$ cat src/rtl/hazard_sequencer.sv
// hazard_sequencer
// Pipeline stall/flush sequencer for the 5-stage core. Each cycle it decides
// whether the front end advances, stalls one cycle for a load-use hazard,
// freezes the whole pipeline while data memory is busy, or flushes the
// wrong-path instructions behind a taken branch. Control outputs are Mealy
// (state + current inputs, zero latency). A long memory wait latches a
// sticky timeout that only reset clears.
//
// Optional feature: define HAZ_PERF_CNT_EN to build the performance counters.
// Without it the counter ports read 0 and no counter flops exist.
//
// Ports:
//   clk, reset                    clock, async active-high reset
//   Rn_ID, Rm_ID, RnUsed_ID,
//   RmUsed_ID                     ID-stage source registers and their use flags
//   Rd_EX, MemRead_EX             EX-stage destination and load flag
//   BranchTaken_MEM               branch resolved taken in MEM
//   dmem_req, dmem_ready          data memory handshake for the MEM stage
//   PCWrite, IFID_Write           front-end enables
//   IDEX_Bubble                   insert NOP controls into ID/EX
//   IFID_Flush, IDEX_Flush,
//   EXMEM_Flush                   clear pipeline registers
//   Freeze                        hold every pipeline register and the PC
//   mem_timeout                   sticky memory timeout error
//   state_o                       FSM state (debug)
//   stall_cycles, freeze_cycles,
//   flush_events                  performance counters
//
// state    | meaning
// ---------+----------------------------------------------------------
// RUN      | normal flow; hazard priority decides the outputs
// MEM_WAIT | data memory busy; wait_cnt counts freeze cycles
// TIMEOUT  | memory never answered; pipeline frozen until reset
// (3)      | illegal; behaves like RUN and returns to RUN next clock

module hazard_sequencer #(
    parameter int WAIT_TIMEOUT = 16,
    parameter int CNT_W        = 32
) (
    input  logic             clk,
    input  logic             reset,
    input  logic [4:0]       Rn_ID,
    input  logic [4:0]       Rm_ID,
    input  logic             RnUsed_ID,
    input  logic             RmUsed_ID,
    input  logic [4:0]       Rd_EX,
    input  logic             MemRead_EX,
    input  logic             BranchTaken_MEM,
    input  logic             dmem_req,
    input  logic             dmem_ready,
    output logic             PCWrite,
    output logic             IFID_Write,
    output logic             IDEX_Bubble,
    output logic             IFID_Flush,
    output logic             IDEX_Flush,
    output logic             EXMEM_Flush,
    output logic             Freeze,
    output logic             mem_timeout,
    output logic [1:0]       state_o,
    output logic [CNT_W-1:0] stall_cycles,
    output logic [CNT_W-1:0] freeze_cycles,
    output logic [CNT_W-1:0] flush_events
);

    localparam int WAIT_CNT_W = $clog2(WAIT_TIMEOUT + 1);
    localparam logic [WAIT_CNT_W-1:0] WAIT_LIMIT = WAIT_CNT_W'(WAIT_TIMEOUT);

    typedef enum logic [1:0] {
        RUN      = 2'd0,
        MEM_WAIT = 2'd1,
        TIMEOUT  = 2'd2
    } state_t;

    state_t                state;
    logic [WAIT_CNT_W-1:0] wait_cnt;
    logic                  lu;
    logic                  mb;

    // XZR as destination never creates a dependency.
    assign lu = MemRead_EX && (Rd_EX != 5'd31) &&
                ((RnUsed_ID && (Rn_ID == Rd_EX)) || (RmUsed_ID && (Rm_ID == Rd_EX)));
    assign mb = dmem_req && !dmem_ready;

    always_comb begin
        PCWrite     = 1'b1;
        IFID_Write  = 1'b1;
        IDEX_Bubble = 1'b0;
        IFID_Flush  = 1'b0;
        IDEX_Flush  = 1'b0;
        EXMEM_Flush = 1'b0;
        Freeze      = 1'b0;
        if (reset) begin
            // Reset looks like a full flush with a bubble so nothing
            // half-formed leaks out of the pipeline registers.
            PCWrite     = 1'b0;
            IFID_Write  = 1'b0;
            IDEX_Bubble = 1'b1;
            IFID_Flush  = 1'b1;
            IDEX_Flush  = 1'b1;
            EXMEM_Flush = 1'b1;
        end else if (state == TIMEOUT || mb) begin
            Freeze     = 1'b1;
            PCWrite    = 1'b0;
            IFID_Write = 1'b0;
        end else if (BranchTaken_MEM) begin
            // Any load-use hazard here is on the wrong path and gets flushed.
            IFID_Flush  = 1'b1;
            IDEX_Flush  = 1'b1;
            EXMEM_Flush = 1'b1;
        end else if (lu) begin
            PCWrite     = 1'b0;
            IFID_Write  = 1'b0;
            IDEX_Bubble = 1'b1;
        end
    end

    assign mem_timeout = (state == TIMEOUT);
    assign state_o     = reset ? 2'd0 : state;

    always_ff @(posedge clk or posedge reset) begin
        if (reset) begin
            state    <= RUN;
            wait_cnt <= '0;
        end else begin
            case (state)
                RUN: begin
                    if (mb) begin
                        state    <= MEM_WAIT;
                        wait_cnt <= WAIT_CNT_W'(1);
                    end
                end
                MEM_WAIT: begin
                    // Leaving as soon as the access is no longer busy; a dropped
                    // request is treated the same as a completed one.
                    if (!mb) begin
                        state    <= RUN;
                        wait_cnt <= '0;
                    end else if (wait_cnt < WAIT_LIMIT) begin
                        wait_cnt <= wait_cnt + WAIT_CNT_W'(1);
                    end else begin
                        state <= TIMEOUT;
                    end
                end
                TIMEOUT: begin
                    state <= TIMEOUT;
                end
                default: begin
                    state    <= RUN;
                    wait_cnt <= '0;
                end
            endcase
        end
    end

`ifdef HAZ_PERF_CNT_EN
    // Outside reset, IDEX_Bubble and IFID_Flush are only raised by the
    // load-use and branch paths, so they double as the event strobes.
    always_ff @(posedge clk or posedge reset) begin
        if (reset) begin
            stall_cycles  <= '0;
            freeze_cycles <= '0;
            flush_events  <= '0;
        end else begin
            if (IDEX_Bubble) stall_cycles  <= stall_cycles + CNT_W'(1);
            if (Freeze)      freeze_cycles <= freeze_cycles + CNT_W'(1);
            if (IFID_Flush)  flush_events  <= flush_events + CNT_W'(1);
        end
    end
`else
    assign stall_cycles  = '0;
    assign freeze_cycles = '0;
    assign flush_events  = '0;
`endif

endmodule

$ cat config.mk
export PLATFORM = sky130hd
export DESIGN_NAME = hazard_sequencer
export DESIGN_NICKNAME = d
export VERILOG_FILES = /design/src/rtl/hazard_sequencer.sv
export SDC_FILE = /design/constraint.sdc
export NUM_CORES = 1
export LEC_CHECK = 0
export ABC_AREA = 1
export CAP_MARGIN = 20
export CORE_UTILIZATION = 34
export CTS_CLUSTER_DIAMETER = 50
export DETAILED_ROUTE_END_ITERATION = 8
export PLACE_DENSITY = 0.88
export REMOVE_ABC_BUFFERS = 1
export SYNTH_ARGS = -nofsm -noshare
export SYNTH_HDL_FRONTEND = slang
export SYNTH_SLANG_ARGS = --single-unit
$ cat constraint.sdc
create_clock -name clk -period 2.3 [get_ports clk]
set_clock_uncertainty 0.2 [all_clocks]
set_input_delay 0.46 -clock clk [delete_from_list [all_inputs] [get_ports clk]]
set_output_delay 0.46 -clock clk [all_outputs]
set_load 0.05 [all_outputs]
Yosys cells after proc, flatten, opt, wreduce, memory -nomap -nowiden
Index checks and enable logic that the tools add are counted.
{"block": "op_classes", "n_addsub": 1, "order_cmp": 1, "n_eq_ne": 8, "muxes": 22, "n_bitwise": 1, "reduce_logical": 11}
{"op": "$mux W5", "count": 3}
{"op": "$pmux W5 S3", "count": 1}
{"op": "$mux W1", "count": 13}
{"op": "$eq A5 B5 Y1", "count": 2}
{"op": "$mux W2", "count": 4}
{"op": "$ne A3 B3 Y1 const B", "count": 2}
{"op": "$pmux W2 S3", "count": 1}
{"op": "$add A5 B1 Y5 const B", "count": 1}
{"op": "$logic_and A1 B1 Y1", "count": 5}
{"op": "$lt A5 B5 Y1 const B", "count": 1}
{"op": "$ne A5 B5 Y1 const B", "count": 1}
{"op": "$reduce_and A3 Y1", "count": 1}
{"op": "$eq A2 B1 Y1 const B", "count": 1}
{"op": "$eq A2 B2 Y1 const B", "count": 1}
{"op": "$logic_not A2 Y1", "count": 1}
{"op": "$logic_or A1 B1 Y1", "count": 2}
{"op": "$ne A2 B2 Y1 const B", "count": 1}
{"op": "$reduce_and A2 Y1", "count": 1}
{"op": "$logic_not A1 Y1", "count": 1}
{"op": "$not A1 Y1", "count": 1}
{"block": "totals", "regBits": 7, "inputBits": 23, "out_inout_bits": 106, "wordCells": 46}

Longest topological paths before layout
{"block": "depth", "ltp_word": 8, "depth_mapped": 10, "mapped_depth_nobuf": 9}

Least setup slack after synthesis
No wires, ideal clock.
{"block": "synth_path", "path_type": "reg-to-output", "startpoint": "register state[0]", "endpoint": "output IDEX_Flush", "arrival_time_ns": 2.062, "required_ns": 1.640, "path_slack_ns": -0.422, "stages_incl_launch_ff": 8, "n_path_buf": 1, "cell_sequence": "dfrtp_1 nor2_1 inv_1 nand2_1 inv_1 nand2_1 nand2_1 buf_4"}
{"block": "synth_via", "elab_chain_cells": 4}
{"item": "from (decl)", "line_no": "74", "text": "state_t state;"}
{"item": "from (signal assigned)", "line_no": "122", "text": "state <= RUN;"}
{"item": "from (signal assigned)", "line_no": "128", "text": "state <= MEM_WAIT;"}
{"item": "from (signal assigned)", "line_no": "136", "text": "state <= RUN;"}
{"item": "$eq A2 B2 Y1"}
{"item": "via mem_timeout", "line_no": "58", "text": "output logic mem_timeout,"}
{"item": "$logic_or A1 B1 Y1", "line_no": "101", "text": "end else if (state == TIMEOUT || mb) begin"}
{"item": "$mux W1", "line_no": "101"}
{"item": "$mux W1", "line_no": "92", "text": "if (reset) begin"}
{"item": "to (decl)", "line_no": "55", "text": "output logic IDEX_Flush,"}
The timed path passes the listed nets, and every way through them passes these cells.

Worst setup path after layout
{"block": "layout_path", "startpoint": "input RmUsed_ID", "endpoint": "output IFID_Write"}
{"block": "layout_via", "elab_chain_cells": 7}
{"item": "from (decl)", "line_no": "45", "text": "input logic RmUsed_ID,"}
{"item": "$logic_and A1 B1 Y1", "line_no": "81", "text": "((RnUsed_ID && (Rn_ID == Rd_EX)) || (RmUsed_ID && (Rm_ID == Rd_EX)));"}
{"item": "$logic_or A1 B1 Y1", "line_no": "81"}
{"item": "$logic_and A1 B1 Y1", "line_no": "80", "text": "assign lu = MemRead_EX && (Rd_EX != 5'd31) &&"}
{"item": "$mux W1", "line_no": "110", "text": "end else if (lu) begin"}
{"item": "$mux W1", "line_no": "105", "text": "end else if (BranchTaken_MEM) begin"}
{"item": "$mux W1", "line_no": "101"}
{"item": "$mux W1", "line_no": "92"}
{"item": "to (decl)", "line_no": "52", "text": "output logic IFID_Write,"}
Every way passes these cells.

==> results.ini <==
[timing]
tns_ns = 0
fin_ws_ns = 0.06933
fin_crit_ns = 2.231
fin_crit_sh_pct = 96.99
drv_slew = 0
fmax_ghz = 0.4483
hold_viol_final = 0
rsz0062_at_grt = no
setup_viol = 0

[place]
placed_cells = 291
pre_cts_ws_ns = -0.3564
dp_hpwl_mm = 1.995
io_buffer_count = 32
place_congestion = 0.8004

[critical_path]
start_kind = primary input
worst_path_most_repeated_cell = nand2_2
worstPathCellList = clkdlybuf4s50_1 -> nand2_1 -> nor2_1 -> nand3_1 -> nand2_2 -> nand2_2 -> nand2_2 -> nor2_4 -> buf_12
cp_slowest_cell = clkdlybuf4s50_1
crit_path_start = RmUsed_ID
worstPathRequired_ns = 1.64
path_max_fanout = 2
cp.arrival_ns = 1.57
end_kind = primary output
path_class = in2out
cp_slowest_stage_delay_ns = 0.47
cpLargestDelayFamily = buffers and inverters
regToRegStartpoint = state[1]$_DFFE_PP0P_
path_buf_inv = 2

[yosys]
async_reset_ff_share_pct = 100.0
ys_seq_area_share_pct = 12.61
synth_ff_type = dfrtp_1
synth.distinct_cells = 17
netlist_instances = 210
synth_edf_count = 0
yosysMostFrequentCell = buf_4
synth_top_area_cell = buf_4
avgSynthCellArea_um2 = 6.613
synth_common_cells = buf_4, nand2_1, inv_1, nor2_1
synth_area_um2 = 1389
ys_ff_latch = 7
yosys_warnings = 0
synth_top_area_share_pct = 53.51
ys_top_cells_by_area = buf_4, dfrtp_1, nand2_1, inv_1, nor2_1

[grt]
grt_pass1_vias = 807
track_usage_pct = 10.25
grt-ovfl-total = 0
grt_pass1_wl_mm = 3.332
antenna_found_initial = 0
grt_max_degree = 8

[floorplan]
coreArea_um2 = 3799
ios = 129
die_y_um = 65.91
die_area_um2 = 4344
start_util_pct = 36.56
num_rows = 22
die_width_um = 65.91

[routing]
post-route-drc-count = 0
routed_wl_mm = 2.284
drt_iter0_markers = 38
dr_total_vias = 1042
post_drt_via_cell_ratio = 3.508
ant_nets = 0
wire_per_inst_um = 7.690
firstDrtPassIters = 4

[power]
p_seq_share_pct = 16.1
p_sw_share_pct = 60.21
p_switching_mw = 0.4624
clock_power_share_pct = 23.0
p_leak_nw = 1.003
combPwrFrac_pct = 60.9
power.density_nw_per_um2 = 484.9
peakVddDrop_mv = 0.1745
p_int_mw = 0.3056

[finish]
num-fill-cells = 380
layout-drive-gt1-share_pct = 15.66
seq_area_um2 = 175.2
antennaDiodeCount = 0
nets = 274
multiInputGateArea_um2 = 758.2
finalNonFillerCells = 297
area_growth_pct = 14.05

[clock_tree]
insertion_delay_ns = 0.23
clockBufferDepth = 2
clkTransAtPathRegs_ns = 0.04
ctsHtreeMaxLevel = 1
cts_root_buffer = clkbuf_8
clock_sinks = 7
cts_tree = done
postCtsHoldBufs = 0
cts_made_buffers = 3

[run]
cap_violations = 0

[worst_hold_path]
hold_start = wait_cnt[4]$_DFFE_PP0P_
hold_path_class = reg2reg

[status]
run_status = finished clean

-- power groups by stage --
stage	clock, mW	combinational [mW]	sequential, mW
final	0.177	0.468	0.124
after CTS	0.184	0.462	0.124
after global placement	0	0.467	0.125
after global routing	0.190	0.489	0.124
after detailed placement	0	0.469	0.125
after floorplan	0	0.390	0.125
-- flip-flops by register name, summed over array words and instances, names as in the netlist --
signal	cells
state	2
wait_cnt	5
-- cell usage in the layout (no fill, tap or decap), drive strengths merged, types with 5 or more instances in the layout --
| cell type | n |
|---|---|
| nor2 | 16 |
| o21ai | 5 |
| nand2 | 41 |
| buf | 17 |
| inv | 25 |
| dfrtp | 7 |
| conb | 96 |
| dlygate4sd2 | 13 |
| nand3 | 8 |
-- cell type report --
cell class              count  share of cell area [%]
well taps                  48                   3.791
clock buffers               4                   2.844
multi-input cells         174                   47.87
repair buffers             39                   28.51
flip-flops and latches      7                   11.06
inverters                  25                   5.924
-- path summary, 6_finish.rpt --
path                                            to  slack (ns)  cells after the start
min                        wait_cnt[4]$_DFFE_PP0P_        0.35                      2
max                                     IFID_Write        0.07                      9
max reg2reg                wait_cnt[2]$_DFFE_PP0P_        0.86                      8
max in group asynchronous  wait_cnt[4]$_DFFE_PP0P_        1.31                      3
min reg2reg                wait_cnt[4]$_DFFE_PP0P_        0.35                      2
min in group asynchronous  wait_cnt[0]$_DFFE_PP0P_        0.47                      3
-- layer usage --
layer  track usage [%]  wire length, um  vias up
li1                  -                -      513
met2             19.13             1253       70
met4             7.880               61        0
met5                 0                0        -
met3             1.207              197        4
met1             10.12              771      455
-- cell families (layout without fill, tap and decap cells) --
family / after synthesis / count (layout) / share of synthesized area (%)
and+or+nand+nor: 67 / 67 / 21.35
DFF: 7 / 7 / 12.61
other: 1 / 96 / 0.2700
AOI/OAI and AO/OA: 8 / 8 / 3.333
buffers and inverters: 124 / 68 / 60.27
adders and majority gates: 1 / 1 / 0.9008
xor gates and xnor gates: 2 / 2 / 1.261
-- per-stage QoR --
stage / total power, mW / hold slack [ns] / area (um^2) / utilization, %
3_3_place_gp: 0.5919 / 0.3228 / 1508 / 39.69
6_report: 0.7680 / 0.3512 / 1584 / 41.70
5_1_grt: 0.8028 / 0.3773 / 1584 / 41.70
2_1_floorplan: 0.5154 / 0.08799 / 1002 / -
3_5_place_dp: 0.5939 / 0.3488 / 1508 / 39.69
4_1_cts: 0.7697 / 0.3559 / 1559 / 41.04
-- timing repair --
item / in CTS / in global routing
resized for setup: 24 / 11
setup endpoints to repair: 6 / 6
setup buffers: 1 / 1
pin swaps: 8 / 8
-- worst register-to-register path, stage by stage, from the launching register on --
cell     delay, ns
dfrtp_1       0.35
inv_1         0.07
buf_4         0.15
nand2_2       0.07
nand2_2       0.10
nand2_2       0.08
nand2_2       0.07
xor2_1        0.18
nor2_1        0.06
Note: power is estimated with default switching activity, not from simulation.
